==> src/rtl/i2c_target_regs_pkg.sv <==
// Shared definitions for the I2C target register block: FSM encoding,
// register-file geometry and the position of the R/W bit in the address byte.
package i2c_target_regs_pkg;

    localparam int NUM_REGS = 8;
    localparam int PTR_W    = 3;
    localparam int RW_BIT   = 0;

    typedef enum logic [3:0] {
        IDLE,
        ADDR,
        ADDR_ACK,
        PTR,
        PTR_ACK,
        WDATA,
        WDATA_ACK,
        RDATA,
        RD_MACK
    } state_t;

endpackage

==> src/rtl/i2c_target_regs_if.sv <==
// I2C pin bundle. The target never drives SCL; SDA is open-drain through
// sdaO (always 0) and the tristate control sdaT (1 = released).
interface i2c_target_regs_if;
    logic sclI;
    logic sdaI;
    logic sdaO;
    logic sdaT;

    modport master (output sclI, output sdaI, input sdaO, input sdaT);
    modport slave  (input sclI, input sdaI, output sdaO, output sdaT);
endinterface

==> src/rtl/i2c_line_sync.sv <==
// Synchronizes SCL/SDA into the clk domain and derives SCL edges plus
// START/STOP conditions from the synchronized levels.
module i2c_line_sync #(
    parameter int SYNC_STAGES = 2
) (
    input  logic clk,
    input  logic resetN,
    input  logic sclI,
    input  logic sdaI,
    output logic sda,
    output logic scl_rise,
    output logic scl_fall,
    output logic start_det,
    output logic stop_det
);

    logic [SYNC_STAGES-1:0] scl_sync;
    logic [SYNC_STAGES-1:0] sda_sync;
    logic                   scl_hist;
    logic                   sda_hist;
    logic                   scl;

    // Everything resets high (idle bus) so releasing reset cannot look like START/STOP.
    always_ff @(posedge clk or negedge resetN) begin
        if (!resetN) begin
            scl_sync <= '1;
            sda_sync <= '1;
            scl_hist <= 1'b1;
            sda_hist <= 1'b1;
        end else begin
            scl_sync <= SYNC_STAGES'({scl_sync, sclI});
            sda_sync <= SYNC_STAGES'({sda_sync, sdaI});
            scl_hist <= scl;
            sda_hist <= sda;
        end
    end

    assign scl       = scl_sync[SYNC_STAGES-1];
    assign sda       = sda_sync[SYNC_STAGES-1];
    assign scl_rise  = scl & ~scl_hist;
    assign scl_fall  = ~scl & scl_hist;
    assign start_det = scl & scl_hist & sda_hist & ~sda;
    assign stop_det  = scl & scl_hist & ~sda_hist & sda;

endmodule

==> src/rtl/i2c_target_regs.sv <==
// I2C target exposing eight 8-bit registers through a pointer byte, with a
// fabric-side load port and a per-byte write strobe.
module i2c_target_regs
    import i2c_target_regs_pkg::*;
#(
    parameter logic [6:0] DEV_ADDR    = 7'h58,
    parameter int         SYNC_STAGES = 2
) (
    input  logic                clk,
    input  logic                resetN,
    i2c_target_regs_if.slave    bus,
    output logic                wrStrobe,
    output logic [PTR_W-1:0]    wrAddr,
    output logic [7:0]          wrData,
    input  logic                ldEn,
    input  logic [PTR_W-1:0]    ldAddr,
    input  logic [7:0]          ldData,
    output logic [8*NUM_REGS-1:0] regFlat,
    output logic                busy,
    output state_t              state_dbg
);

    logic sda, scl_rise, scl_fall, start_det, stop_det;

    i2c_line_sync #(.SYNC_STAGES(SYNC_STAGES)) u_line_sync (
        .clk       (clk),
        .resetN    (resetN),
        .sclI      (bus.sclI),
        .sdaI      (bus.sdaI),
        .sda       (sda),
        .scl_rise  (scl_rise),
        .scl_fall  (scl_fall),
        .start_det (start_det),
        .stop_det  (stop_det)
    );

    state_t           state;
    logic [3:0]       bit_cnt;
    logic [7:0]       shifter;
    logic [PTR_W-1:0] ptr;
    logic [PTR_W-1:0] ptr_next;
    logic [7:0]       rx_byte;
    logic             sda_t_q;
    logic [7:0]       regs [NUM_REGS];

    assign rx_byte  = {shifter[6:0], sda};
    assign ptr_next = ptr + PTR_W'(1);

    always_ff @(posedge clk or negedge resetN) begin
        if (!resetN) begin
            state    <= IDLE;
            bit_cnt  <= '0;
            shifter  <= '0;
            ptr      <= '0;
            sda_t_q  <= 1'b1;
            wrStrobe <= 1'b0;
            wrAddr   <= '0;
            wrData   <= '0;
            busy     <= 1'b0;
            for (int i = 0; i < NUM_REGS; i++) regs[i] <= '0;
        end else begin
            wrStrobe <= 1'b0;
            // Bus writes below are assigned later, so they override a same-clk load.
            if (ldEn) regs[ldAddr] <= ldData;

            if (start_det) begin
                state   <= ADDR;
                bit_cnt <= '0;
                sda_t_q <= 1'b1;
                busy    <= 1'b0;
            end else if (stop_det) begin
                state   <= IDLE;
                sda_t_q <= 1'b1;
                busy    <= 1'b0;
            end else begin
                case (state)
                    IDLE: ;
                    ADDR: begin
                        if (scl_rise) begin
                            shifter <= rx_byte;
                            bit_cnt <= bit_cnt + 4'd1;
                        end else if (scl_fall && bit_cnt == 4'd8) begin
                            bit_cnt <= '0;
                            if (shifter[7:1] == DEV_ADDR) begin
                                sda_t_q <= 1'b0;
                                busy    <= 1'b1;
                                state   <= ADDR_ACK;
                            end else begin
                                state   <= IDLE;
                            end
                        end
                    end
                    ADDR_ACK: begin
                        if (scl_fall) begin
                            bit_cnt <= '0;
                            // Released SDA reads as 1, so the tristate control equals the data bit.
                            if (shifter[RW_BIT]) begin
                                shifter <= regs[ptr];
                                sda_t_q <= regs[ptr][7];
                                state   <= RDATA;
                            end else begin
                                sda_t_q <= 1'b1;
                                state   <= PTR;
                            end
                        end
                    end
                    PTR: begin
                        if (scl_rise) begin
                            shifter <= rx_byte;
                            bit_cnt <= bit_cnt + 4'd1;
                        end else if (scl_fall && bit_cnt == 4'd8) begin
                            bit_cnt <= '0;
                            ptr     <= shifter[PTR_W-1:0];
                            sda_t_q <= 1'b0;
                            state   <= PTR_ACK;
                        end
                    end
                    PTR_ACK, WDATA_ACK: begin
                        if (scl_fall) begin
                            sda_t_q <= 1'b1;
                            state   <= WDATA;
                        end
                    end
                    WDATA: begin
                        if (scl_rise) begin
                            shifter <= rx_byte;
                            bit_cnt <= bit_cnt + 4'd1;
                            if (bit_cnt == 4'd7) begin
                                regs[ptr] <= rx_byte;
                                wrStrobe  <= 1'b1;
                                wrAddr    <= ptr;
                                wrData    <= rx_byte;
                                ptr       <= ptr_next;
                            end
                        end else if (scl_fall && bit_cnt == 4'd8) begin
                            bit_cnt <= '0;
                            sda_t_q <= 1'b0;
                            state   <= WDATA_ACK;
                        end
                    end
                    RDATA: begin
                        if (scl_rise) begin
                            bit_cnt <= bit_cnt + 4'd1;
                        end else if (scl_fall) begin
                            if (bit_cnt == 4'd8) begin
                                bit_cnt <= '0;
                                sda_t_q <= 1'b1;
                                state   <= RD_MACK;
                            end else begin
                                shifter <= {shifter[6:0], 1'b0};
                                sda_t_q <= shifter[6];
                            end
                        end
                    end
                    RD_MACK: begin
                        // A fall here can only follow a master ACK; NACK leaves on the rise.
                        if (scl_rise && sda) begin
                            busy  <= 1'b0;
                            state <= IDLE;
                        end else if (scl_fall) begin
                            ptr     <= ptr_next;
                            shifter <= regs[ptr_next];
                            sda_t_q <= regs[ptr_next][7];
                            state   <= RDATA;
                        end
                    end
                    default: state <= IDLE;
                endcase
            end
        end
    end

    for (genvar i = 0; i < NUM_REGS; i++) begin : g_flat
        assign regFlat[8*i +: 8] = regs[i];
    end

    assign bus.sdaO  = 1'b0;
    assign bus.sdaT  = sda_t_q;
    assign state_dbg = state;

endmodule
==> src/flat_wrapper.sv <==
// flat-port wrapper written by rule: the top's interface ports become plain ports
module i2c_target_regs_flat import i2c_target_regs_pkg::*;
#(
    parameter logic [6:0] DEV_ADDR    = 7'h58,
    parameter int         SYNC_STAGES = 2
)
  (clk, resetN, wrStrobe, wrAddr, wrData, ldEn, ldAddr, ldData, regFlat, busy, state_dbg, bus_sclI, bus_sdaI, bus_sdaO, bus_sdaT);
  i2c_target_regs_if bus_i ();
  input  logic clk;
  input  logic resetN;
  output logic wrStrobe;
  output logic [PTR_W-1:0] wrAddr;
  output logic [7:0] wrData;
  input  logic ldEn;
  input  logic [PTR_W-1:0] ldAddr;
  input  logic [7:0] ldData;
  output logic [8*NUM_REGS-1:0] regFlat;
  output logic busy;
  output state_t state_dbg;
  input wire logic [$bits(bus_i.sclI)-1:0] bus_sclI;
  input wire logic [$bits(bus_i.sdaI)-1:0] bus_sdaI;
  output wire logic [$bits(bus_i.sdaO)-1:0] bus_sdaO;
  output wire logic [$bits(bus_i.sdaT)-1:0] bus_sdaT;
  assign bus_i.sclI = bus_sclI;
  assign bus_i.sdaI = bus_sdaI;
  assign bus_sdaO = bus_i.sdaO;
  assign bus_sdaT = bus_i.sdaT;
  i2c_target_regs #(.DEV_ADDR(DEV_ADDR), .SYNC_STAGES(SYNC_STAGES)) u_core (.clk(clk), .resetN(resetN), .bus(bus_i), .wrStrobe(wrStrobe), .wrAddr(wrAddr), .wrData(wrData), .ldEn(ldEn), .ldAddr(ldAddr), .ldData(ldData), .regFlat(regFlat), .busy(busy), .state_dbg(state_dbg));
endmodule
==> config.mk <==
export PLATFORM = sky130hd
export DESIGN_NAME = i2c_target_regs_flat
export DESIGN_NICKNAME = d
export VERILOG_FILES = /design/src/rtl/i2c_target_regs_pkg.sv /design/src/rtl/i2c_target_regs_if.sv /design/src/rtl/i2c_line_sync.sv /design/src/rtl/i2c_target_regs.sv /design/src/flat_wrapper.sv
export SDC_FILE = /design/constraint.sdc
export NUM_CORES = 1
export LEC_CHECK = 0
export CAP_MARGIN = 10
export CORE_ASPECT_RATIO = 0.5
export CORE_MARGIN = 1.5
export CORE_UTILIZATION = 45
export DETAILED_ROUTE_END_ITERATION = 8
export MAX_ROUTING_LAYER = met4
export PLACE_DENSITY = 0.68
export SETUP_SLACK_MARGIN = 0.3
export SYNTH_ARGS = -nofsm -noshare
export SYNTH_HDL_FRONTEND = slang
export SYNTH_HIERARCHICAL = 1
export SYNTH_SLANG_ARGS = --single-unit
==> constraint.sdc <==
create_clock -name clk -period 2.7 [get_ports clk]
set_input_delay 0.54 -clock clk [delete_from_list [all_inputs] [get_ports clk]]
set_output_delay 0.54 -clock clk [all_outputs]
set_load 0.05 [all_outputs]
==> run_results.csv <==
group,metric,value,unit
logic_synthesis,seq_area_frac_synth,41.66,%
logic_synthesis,synth_top_area_share,38.69,%
grt,grt_antenna_before_repair,0,
grt,grt_usage,27.26,%
route,firstDrtPassIters,5,
floorplan,die_h,86.06,µm
logic_synthesis,yosys.area.top_type,"dfrtp_1",
critical_path,cp.arrival,2.57,ns
timing,hold_ws,0.2329,ns
timing,final_hold_viol_count,0,
cells_and_area,nNetsFinal,743,
cells_and_area,drive_gt1_share,17.97,%
placement,hpwlAfterDp,13.00,mm
critical_path,worstPathCellList,"ha_2 > buf_6 > mux4_2 > mux2i_1 > o221ai_1 > mux2_2",
clock_tree,clkTransAtPathRegs,0.07,ns
logic_synthesis,synth-edff-count,0,
floorplan,initial_core_util,45.94,%
critical_path,crit_type,"reg -> reg",
critical_path,endpoint_kind,"register",
critical_path,crit_path_start_kind,"register",
timing,tns,0,ns
timing,skew,0.01086,ns
clock_tree,cts_tree,"built",
cells_and_area,layout_common_cells,"95 x clkdlybuf4s50_1, 92 x dfrtp_1, 87 x a21oi_1, 86 x nor2_1, 82 x mux2i_1",
floorplan,rows,30,
grt,grt_pass1_wl,29.14,mm
logic_synthesis,synth_warnings,6,
clock_tree,cts_sinks,103,
route,ant_nets,0,
power_and_ir_drop,leakagePower,3.455,nW
logic_synthesis,syn_avg_cell_area,9.965,µm²
placement,gp_congestion,0.9059,
floorplan,dieArea,14550,µm²
job,maxCapViolCount,0,
route,drtIter0Drc,442,
logic_synthesis,synth_nets,642,
clock_tree,ctsHtreeMaxLevel,3,
floorplan,die_w,169.1,µm
floorplan,io-pin-count,99,
placement,port_buffers,97,
timing,period_share,86.62,%
cells_and_area,fillers,1162,
timing,period_minus_slack,2.339,ns
logic_synthesis,synthFlopType,"dfrtp_1",
route,drt_wl_total,18.84,mm
critical_path,path_buf_inv,1,
route,drc_errors,0,
logic_synthesis,syn_inst,623,
timing,maxSlewViolCount,0,
clock_tree,cts_made_buffers,9,
route,via_count,5404,
critical_path,worst-path-max-fanout,8,
critical_path,critical_path.top_delay_family,"multiplexers",
logic_synthesis,netlist_area,6208,µm²
timing,setup_violations,0,
logic_synthesis,synth_area_leaders,"dfrtp_1 39%, mux2i_1 13%, mux4_2 11%, a21oi_1 7.0%, nor2_1 5.2%",
grt,grt_pass1_vias,5187,
grt,grt_max_degree,51,
cells_and_area,area_growth,27.45,%
logic_synthesis,yosys_register_bits,103,
route,avgViaCountPerCell,5.971,
timing,clock.fmax,0.4276,GHz
timing,worst_pin_slew,0.6904,ns
clock_tree,clock-root-buffer,"clkbuf_16",
critical_path,slowest_stage,"mux4_2",
clock_tree,cts_buffer_depth,2,
power_and_ir_drop,pwr_density_cell,1026,nW/µm²
power_and_ir_drop,irDropWorstVdd,413.3,µV
timing,timing.slew.headroom,53.97,%
logic_synthesis,ys_types,59,
logic_synthesis,async_flop_share,100.0,%
floorplan,coreArea,13510,µm²
status,status,"finished, final reports clean",
timing,rsz0062_at_grt,"true",
cells_and_area,final_common_cell,"clkdlybuf4s50_1",
grt,grt-ovfl-total,0,
critical_path,max_stage_delay,0.50,ns
route,wl_per_cell,20.81,µm
min_path,hp-class,"in -> async",
critical_path,critical_path_required,2.93,ns
cells_and_area,antenna_cells,0,
clock_tree,clkLatencyLatePin,0.35,ns
## routing by layer
layer / global-route usage [%] / wire, µm
met1: 37.25 / 8243
met2: 40.80 / 8567
met3: 6.784 / 1685
met4: 6.999 / 338
met5: - / 0
## cells in the mapped netlist (all sizes together) (5+ instances only)
cell type  count
dfrtp         96
a21oi         87
nor2          86
mux2i         82
nand2         50
clkbuf        31
mux4          30
buf           25
o21ai         17
nand3         10
nor2b         10
mux2           9
dfstp          7
nand2b         7
nor3           7
inv            6
nor3b          5
## timing repair
item / 4_1_cts / 5_1_grt
pin swaps: 0 / 1
hold buffers: 0 / 0
setup buffers: 0 / 1
endpoints found under the setup margin: 5 / 76
resized for setup: 4 / 10
## area by class of cell
| type | count | area (µm²) | share of cell area, % |
|---|---|---|---|
| Clock buffer | 10 | 229.0 | 2.894 |
| Clock inverter | 6 | 76.32 | 0.9646 |
| Inverter | 6 | 22.52 | 0.2846 |
| Multi-Input combinational cell | 458 | 3422 | 43.25 |
| Sequential cell | 103 | 2591 | 32.75 |
| Tap cell | 176 | 220.2 | 2.783 |
| Timing Repair Buffer | 146 | 1351 | 17.08 |
## power by group
| part | internal (mW) | switching, mW |
|---|---|---|
| sequential | 1.89 | 0.519 |
| clock | 0.736 | 0.624 |
| combinational | 1.89 | 2.46 |
## final timing paths
kind | from | end | slack [ns] | depth (start not counted)
setup / recovery | u_core/ptr[0] | u_core/shifter[1] | 0.36 | 6
setup reg to reg | u_core/ptr[0] | u_core/shifter[1] | 0.36 | 6
max in group asynchronous | resetN | u_core/u_line_sync/sda_hist | 1.73 | 2
hold / removal | resetN | u_core/state_dbg[2] | 0.23 | 1
hold reg to reg | u_core/u_line_sync/sda_sync[0] | u_core/u_line_sync/sda_sync[1] | 0.38 | 0
min in group clk | u_core/u_line_sync/sda_sync[0] | u_core/u_line_sync/sda_sync[1] | 0.38 | 0
## sequential cells by signal, indices dropped and copies added (netlist names)
register                     flops
u_core/u_line_sync/sda_hist      1
u_core/shifter                   8
u_core/wrAddr                    3
u_core/regFlat                  64
u_core/bus.sdaT                  1
u_core/ptr                       3
u_core/u_line_sync/sda_sync      2
u_core/wrStrobe                  1
u_core/u_line_sync/scl_hist      1
u_core/u_line_sync/scl_sync      2
u_core/wrData                    8
u_core/state_dbg                 4
u_core/busy                      1
u_core/bit_cnt                   4
## kinds of logic (layout without fill, tap and decap cells)
logic type      after synthesis  count (layout)  synth area share, %
other cells                   1               1              0.06040
xor+xnor                      2               2               0.2822
compound gates              128             128                11.61
flops                       103             103                41.66
fa+ha+maj                     3               3               0.6047
simple gates                203             203                15.96
buf+inv                      62             168                4.091
mux                         121             121                25.74
## through the flow
step	total power, mW	cells	setup slack, ns	area [µm²]	util, %
global placement	6.660	888	0.2723	7550	55.87
global route	8.518	905	0.2683	7913	58.56
detailed placement	6.704	888	0.2761	7550	55.87
finish	8.121	905	0.3612	7913	58.56
CTS	8.082	904	0.3128	7865	58.20
floorplan	5.359	623	0.3383	6210	-
Power figures use the tool's default switching activity.
